==> src/rtl/serial_frame_pkg.sv <==
// Shared types and constants for the serial frame receiver: FSM state
// encoding, shifter control opcodes and the default word width.
package serial_frame_pkg;

  localparam int WIDTH_DEFAULT = 5;

  typedef enum logic [1:0] {
    IDLE = 2'd0,
    DATA = 2'd1,
    STOP = 2'd2
  } state_t;

  typedef enum logic [1:0] {
    SH_HOLD  = 2'd0,
    SH_LEFT  = 2'd1,
    SH_RIGHT = 2'd2,
    SH_CLEAR = 2'd3
  } shift_op_t;

endpackage

==> src/rtl/serial_frame_rx_if.sv <==
// Line-side and consumer-side signals of the serial frame receiver; the
// receiver takes the slave view, the driving environment the master view.
interface serial_frame_rx_if #(
  parameter int WIDTH = serial_frame_pkg::WIDTH_DEFAULT
);

  logic             bit_en;
  logic             sin;
  logic             msb_first;
  logic [WIDTH-1:0] dout;
  logic             dout_valid;
  logic             dout_ready;
  logic             frame_err;
  logic             overrun;
  logic             clr_ovr;

  modport master (
    output bit_en, sin, msb_first, dout_ready, clr_ovr,
    input  dout, dout_valid, frame_err, overrun
  );

  modport slave (
    input  bit_en, sin, msb_first, dout_ready, clr_ovr,
    output dout, dout_valid, frame_err, overrun
  );

endinterface

==> src/rtl/serial_frame_rx_shifter.sv <==
// Data-bit assembly register: holds, shifts the serial bit in from either
// end, or clears, as commanded by the receive FSM.
module frame_shifter
  import serial_frame_pkg::*;
#(
  parameter int WIDTH = WIDTH_DEFAULT
) (
  input  logic             clk,
  input  logic             rst,
  input  shift_op_t        op,
  input  logic             din,
  output logic [WIDTH-1:0] q
);

  // NOTE: this is a plain register, not a memory array, so it is reset
  // like any other state bit; clocked state always uses <=.
  always_ff @(posedge clk) begin
    if (rst) begin
      q <= '0;
    end else begin
      case (op)
        SH_LEFT:  q <= {q[WIDTH-2:0], din};
        SH_RIGHT: q <= {din, q[WIDTH-1:1]};
        SH_CLEAR: q <= '0;
        default:  q <= q;
      endcase
    end
  end

endmodule

==> src/rtl/serial_frame_rx.sv <==
// Strobed serial frame receiver (start, WIDTH data bits, stop) with a
// one-word valid/ready output buffer, frame-error pulse and sticky overrun.
module serial_frame_rx
  import serial_frame_pkg::*;
#(
  parameter int WIDTH = WIDTH_DEFAULT
) (
  input logic              clk,
  input logic              rst,
  serial_frame_rx_if.slave bus
);

  localparam int CW = (WIDTH > 2) ? $clog2(WIDTH) : 1;
  localparam logic [CW-1:0] LAST_BIT = CW'(WIDTH - 1);

  state_t           state_q, state_d;
  logic [CW-1:0]    cnt_q, cnt_d;
  logic             msb_q, msb_d;
  shift_op_t        sh_op;
  logic [WIDTH-1:0] shreg;
  logic             deliver, bad_stop;

  logic [WIDTH-1:0] dout_q;
  logic             valid_q, ferr_q, ovr_q;
  logic             consume;

  frame_shifter #(.WIDTH(WIDTH)) u_shifter (
    .clk (clk),
    .rst (rst),
    .op  (sh_op),
    .din (bus.sin),
    .q   (shreg)
  );

  always_ff @(posedge clk) begin
    if (rst) begin
      state_q <= IDLE;
      cnt_q   <= '0;
      msb_q   <= 1'b0;
    end else begin
      state_q <= state_d;
      cnt_q   <= cnt_d;
      msb_q   <= msb_d;
    end
  end

  // NOTE: every output of this block gets a default first, so no path
  // leaves a signal unassigned and no latch is inferred.
  always_comb begin
    state_d  = state_q;
    cnt_d    = cnt_q;
    msb_d    = msb_q;
    sh_op    = SH_HOLD;
    deliver  = 1'b0;
    bad_stop = 1'b0;
    if (bus.bit_en) begin
      case (state_q)
        IDLE: begin
          if (!bus.sin) begin
            state_d = DATA;
            cnt_d   = '0;
            msb_d   = bus.msb_first;
            sh_op   = SH_CLEAR;
          end
        end
        DATA: begin
          sh_op = msb_q ? SH_LEFT : SH_RIGHT;
          // The counter parks on the last index instead of wrapping.
          if (cnt_q == LAST_BIT) begin
            state_d = STOP;
          end else begin
            cnt_d = cnt_q + 1'b1;
          end
        end
        STOP: begin
          state_d  = IDLE;
          deliver  = bus.sin;
          bad_stop = !bus.sin;
        end
        default: state_d = IDLE;
      endcase
    end
  end

  assign consume = valid_q && bus.dout_ready;

  // A delivery lands only if the buffer is empty or being drained on the
  // same edge; otherwise the new word is dropped and overrun is raised.
  always_ff @(posedge clk) begin
    if (rst) begin
      dout_q  <= '0;
      valid_q <= 1'b0;
      ferr_q  <= 1'b0;
      ovr_q   <= 1'b0;
    end else begin
      ferr_q <= bad_stop;
      if (deliver && (!valid_q || consume)) begin
        dout_q  <= shreg;
        valid_q <= 1'b1;
      end else if (consume) begin
        valid_q <= 1'b0;
      end
      if (deliver && valid_q && !bus.dout_ready) begin
        ovr_q <= 1'b1;
      end else if (bus.clr_ovr) begin
        ovr_q <= 1'b0;
      end
    end
  end

  assign bus.dout       = dout_q;
  assign bus.dout_valid = valid_q;
  assign bus.frame_err  = ferr_q;
  assign bus.overrun    = ovr_q;

endmodule

==> src/flat_wrapper.sv <==
// flat-port wrapper written by rule: the top's interface ports become plain ports
module serial_frame_rx_flat import serial_frame_pkg::*;
#(
  parameter int WIDTH = WIDTH_DEFAULT
)
  (clk, rst, bus_bit_en, bus_sin, bus_msb_first, bus_dout_ready, bus_clr_ovr, bus_dout, bus_dout_valid, bus_frame_err, bus_overrun);
  serial_frame_rx_if #(.WIDTH(WIDTH)) bus_i ();
  input logic clk;
  input logic rst;
  input wire logic [$bits(bus_i.bit_en)-1:0] bus_bit_en;
  input wire logic [$bits(bus_i.sin)-1:0] bus_sin;
  input wire logic [$bits(bus_i.msb_first)-1:0] bus_msb_first;
  input wire logic [$bits(bus_i.dout_ready)-1:0] bus_dout_ready;
  input wire logic [$bits(bus_i.clr_ovr)-1:0] bus_clr_ovr;
  output wire logic [$bits(bus_i.dout)-1:0] bus_dout;
  output wire logic [$bits(bus_i.dout_valid)-1:0] bus_dout_valid;
  output wire logic [$bits(bus_i.frame_err)-1:0] bus_frame_err;
  output wire logic [$bits(bus_i.overrun)-1:0] bus_overrun;
  assign bus_i.bit_en = bus_bit_en;
  assign bus_i.sin = bus_sin;
  assign bus_i.msb_first = bus_msb_first;
  assign bus_i.dout_ready = bus_dout_ready;
  assign bus_i.clr_ovr = bus_clr_ovr;
  assign bus_dout = bus_i.dout;
  assign bus_dout_valid = bus_i.dout_valid;
  assign bus_frame_err = bus_i.frame_err;
  assign bus_overrun = bus_i.overrun;
  serial_frame_rx #(.WIDTH(WIDTH)) u_core (.clk(clk), .rst(rst), .bus(bus_i));
endmodule
==> config.mk <==
export PLATFORM = sky130hd
export DESIGN_NAME = serial_frame_rx_flat
export DESIGN_NICKNAME = d
export VERILOG_FILES = /design/src/rtl/serial_frame_pkg.sv /design/src/rtl/serial_frame_rx_if.sv /design/src/rtl/serial_frame_rx_shifter.sv /design/src/rtl/serial_frame_rx.sv /design/src/flat_wrapper.sv
export SDC_FILE = /design/constraint.sdc
export NUM_CORES = 1
export LEC_CHECK = 0
export ABC_AREA = 1
export CAP_MARGIN = 20
export CORE_MARGIN = 2
export CORE_UTILIZATION = 54
export CTS_CLUSTER_DIAMETER = 200
export DETAILED_ROUTE_END_ITERATION = 6
export PLACE_DENSITY = 0.91
export SLEW_MARGIN = 20
export SYNTH_ARGS = -nofsm -noshare
export SYNTH_HDL_FRONTEND = slang
export SYNTH_SLANG_ARGS = --single-unit
==> constraint.sdc <==
create_clock -name clk -period 1.9 [get_ports clk]
set_input_delay 0.285 -clock clk [delete_from_list [all_inputs] [get_ports clk]]
set_output_delay 0.285 -clock clk [all_outputs]
set_load 0.03 [all_outputs]
==> flow_summary.json <==
{
  "crit_start": "u_core.bus.dout[0]$_SDFFE_PP0P_",
  "wl_per_cell_um": 12.2,
  "wirelength_mm": 2.09,
  "yosysTopAreaCell": "dfxtp_1",
  "ys_seq_area_frac": 0.414,
  "area_delta_synth_final_pct": 20.3,
  "period_share": 0.864,
  "crit_path_end_kind": "output pin",
  "antenna_cells": 0,
  "io_buffers": 14,
  "cts_resized": 0,
  "critPathRequiredTime_ns": 1.62,
  "dieArea_um2": 2050,
  "dr_total_vias": 921,
  "final-hold-violation-count": 0,
  "syn_area_per_cell_um2": 6.65,
  "dr.pass1.iters": 4,
  "postCtsSetupRepairBufs": 0,
  "startpoint_type": "flip-flop",
  "cp_top_family": "buffers and inverters",
  "maxSlewHeadroom": 0.773,
  "numCtsBuffers": 3,
  "crit_type": "reg2out",
  "holdWs_ns": 0.469,
  "clkTransAtPathRegs_ns": 0.11,
  "viasPerCell": 5.39,
  "drtAntennaViolNets": 0,
  "fp.coreArea_um2": 1560,
  "start_util": 0.589,
  "hold_buffers": 0,
  "cts_tree": "built",
  "final_nets": 165,
  "grt_pass1_wl_mm": 3.39,
  "netlist_instances": 138,
  "hp-class": "reg2reg",
  "max_freq_mhz": 609,
  "cts_htree_levels": 1,
  "drc": 0,
  "multi_input_area_um2": 458,
  "p_leak_uw": 0.000456,
  "grt_remaining_overflow": 0,
  "mostFrequentLayoutCell": "nand2_1",
  "outcome": "completed",
  "netlist_top_cells_area": "dfxtp_1 (41%), nand2_1 (14%), nor2_1 (9.8%), nand3_1 (8.2%), inv_1 (7.8%)",
  "finalSetupTns_ns": 0,
  "pin_count": 15,
  "ys_seq_elements": 19,
  "clockBufferDepth": 2,
  "first_iter_violations": 31,
  "die_x_um": 45.2,
  "grt_pass1_vias": 815,
  "cpPeakStageDelay_ns": 0.69,
  "crit_buf_inv": 1,
  "fin_skew_ns": 0.00698,
  "synth_nets": 147,
  "rows": 14,
  "power.density_nw_per_um2": 698,
  "r2r_start": "u_core.state_q[0]$_SDFFE_PP0P_",
  "rsz0062_at_grt": "no",
  "worst_ep_arrival_time_ns": 1.36,
  "grt_max_degree": 13,
  "regArea_um2": 380,
  "grt_use_total": 0.231,
  "dp.final_hpwl_mm": 1.52,
  "drive_above_1_share": 0.0581,
  "clockRootBuffer": "clkbuf_4",
  "synth_top_area_frac": 0.414,
  "drv_cap": 0,
  "gp_congestion": 0.895,
  "cts_sinks": 19,
  "final_cells": 171,
  "hold_start": "u_core.bus.dout[1]$_SDFFE_PP0P_",
  "dp_cells": 167,
  "n_fill_cell": 130,
  "crit_slowest_cell": "clkdlybuf4s50_1",
  "finalCoreUtilization": 0.709,
  "crit_chain": "clkdlybuf4s50_1",
  "crit_path_max_fanout": 2,
  "slew_viol_final": 0,
  "antenna_found_initial": 0,
  "yosys_warnings": 0,
  "final_cell_mix": "nand2_1 (34), nor2_1 (24), inv_1 (19), dfxtp_1 (19), nand3_1 (15)",
  "clk_latency_ns": 0.30,
  "synth_cell_types": 17,
  "peakVddDrop_mv": 0.669,
  "setup_viol": 0,
  "die_h_um": 45.2,
  "period_needed_ns": 1.64,
  "worst_pin_slew_ns": 0.339,
  "synthesis.area_um2": 918
}
-- through the flow --
| stage | cell area (µm²) | total power, µW | setup WS [ns] |
|---|---|---|---|
| after CTS | 1100 | 772 | 0.245 |
| after floorplan | 918 | 524 | 0.751 |
| after detailed placement | 1080 | 563 | 0.151 |
| after global placement | 1080 | 559 | 0.217 |
| final | 1100 | 771 | 0.257 |
| after global routing | 1100 | 812 | 0.205 |
-- final cells by class --
cell class / instances / share of cell area
clock buffer: 3 / 0.0204
timing repair buffer: 15 / 0.134
clock inverter: 1 / 0.00453
inverter: 19 / 0.0646
tap: 16 / 0.0181
multi-input combinational: 98 / 0.414
sequential: 19 / 0.344
-- metal layers --
metal  GRT usage  vias to the layer above  part of all wire
li1            -                      472                 -
met1       0.272                      423              0.43
met2       0.403                       20              0.51
met3      0.0400                        6             0.034
met4       0.106                        0             0.028
met5           0                        -                 0
-- cell families after synthesis --
group | synth area share
adders and majority gates | 0.0272
buffers and inverters | 0.0872
and+or+nand+nor | 0.377
AOI/OAI and AO/OA | 0.0940
DFF | 0.414
-- where the power goes --
part	total (µW)	leakage (µW)	internal (µW)	switching (µW)
combinational	124	0.000284	46.3	77.9
sequential	434	0.000155	416	17.5
clock	213	0.0000177	78.2	135
-- sequential cells by signal (all words and copies together) (netlist names) --
name	flops
u_core.bus.dout	5
u_core.bus.dout_valid	1
u_core.bus.frame_err	1
u_core.bus.overrun	1
u_core.cnt_q	3
u_core.msb_q	1
u_core.state_q	2
u_core.u_shifter.q	5
-- synth_stat cells --
cell,instances
nor4_1,1
buf_2,1
nand2_2,1
inv_1,19
nor2_2,1
nand3_1,15
nand2_1,34
nand4_1,3
a21oi_1,11
nor3_4,1
o21bai_1,1
clkbuf_1,1
o21ai_0,3
nor2_1,24
ha_1,2
a21oi_2,1
dfxtp_1,19
-- worst paths after layout --
kind                                   endpoint  slack (ns)  depth (start not counted)
min             u_core.bus.dout[1]$_SDFFE_PP0P_        0.47                          2
min reg2reg     u_core.bus.dout[1]$_SDFFE_PP0P_        0.47                          2
max                                 bus_dout[0]        0.26                          1
max reg2reg  u_core.u_shifter.q[1]$_SDFFE_PP0P_        0.50                          7
(Power assumes the default switching activity.)
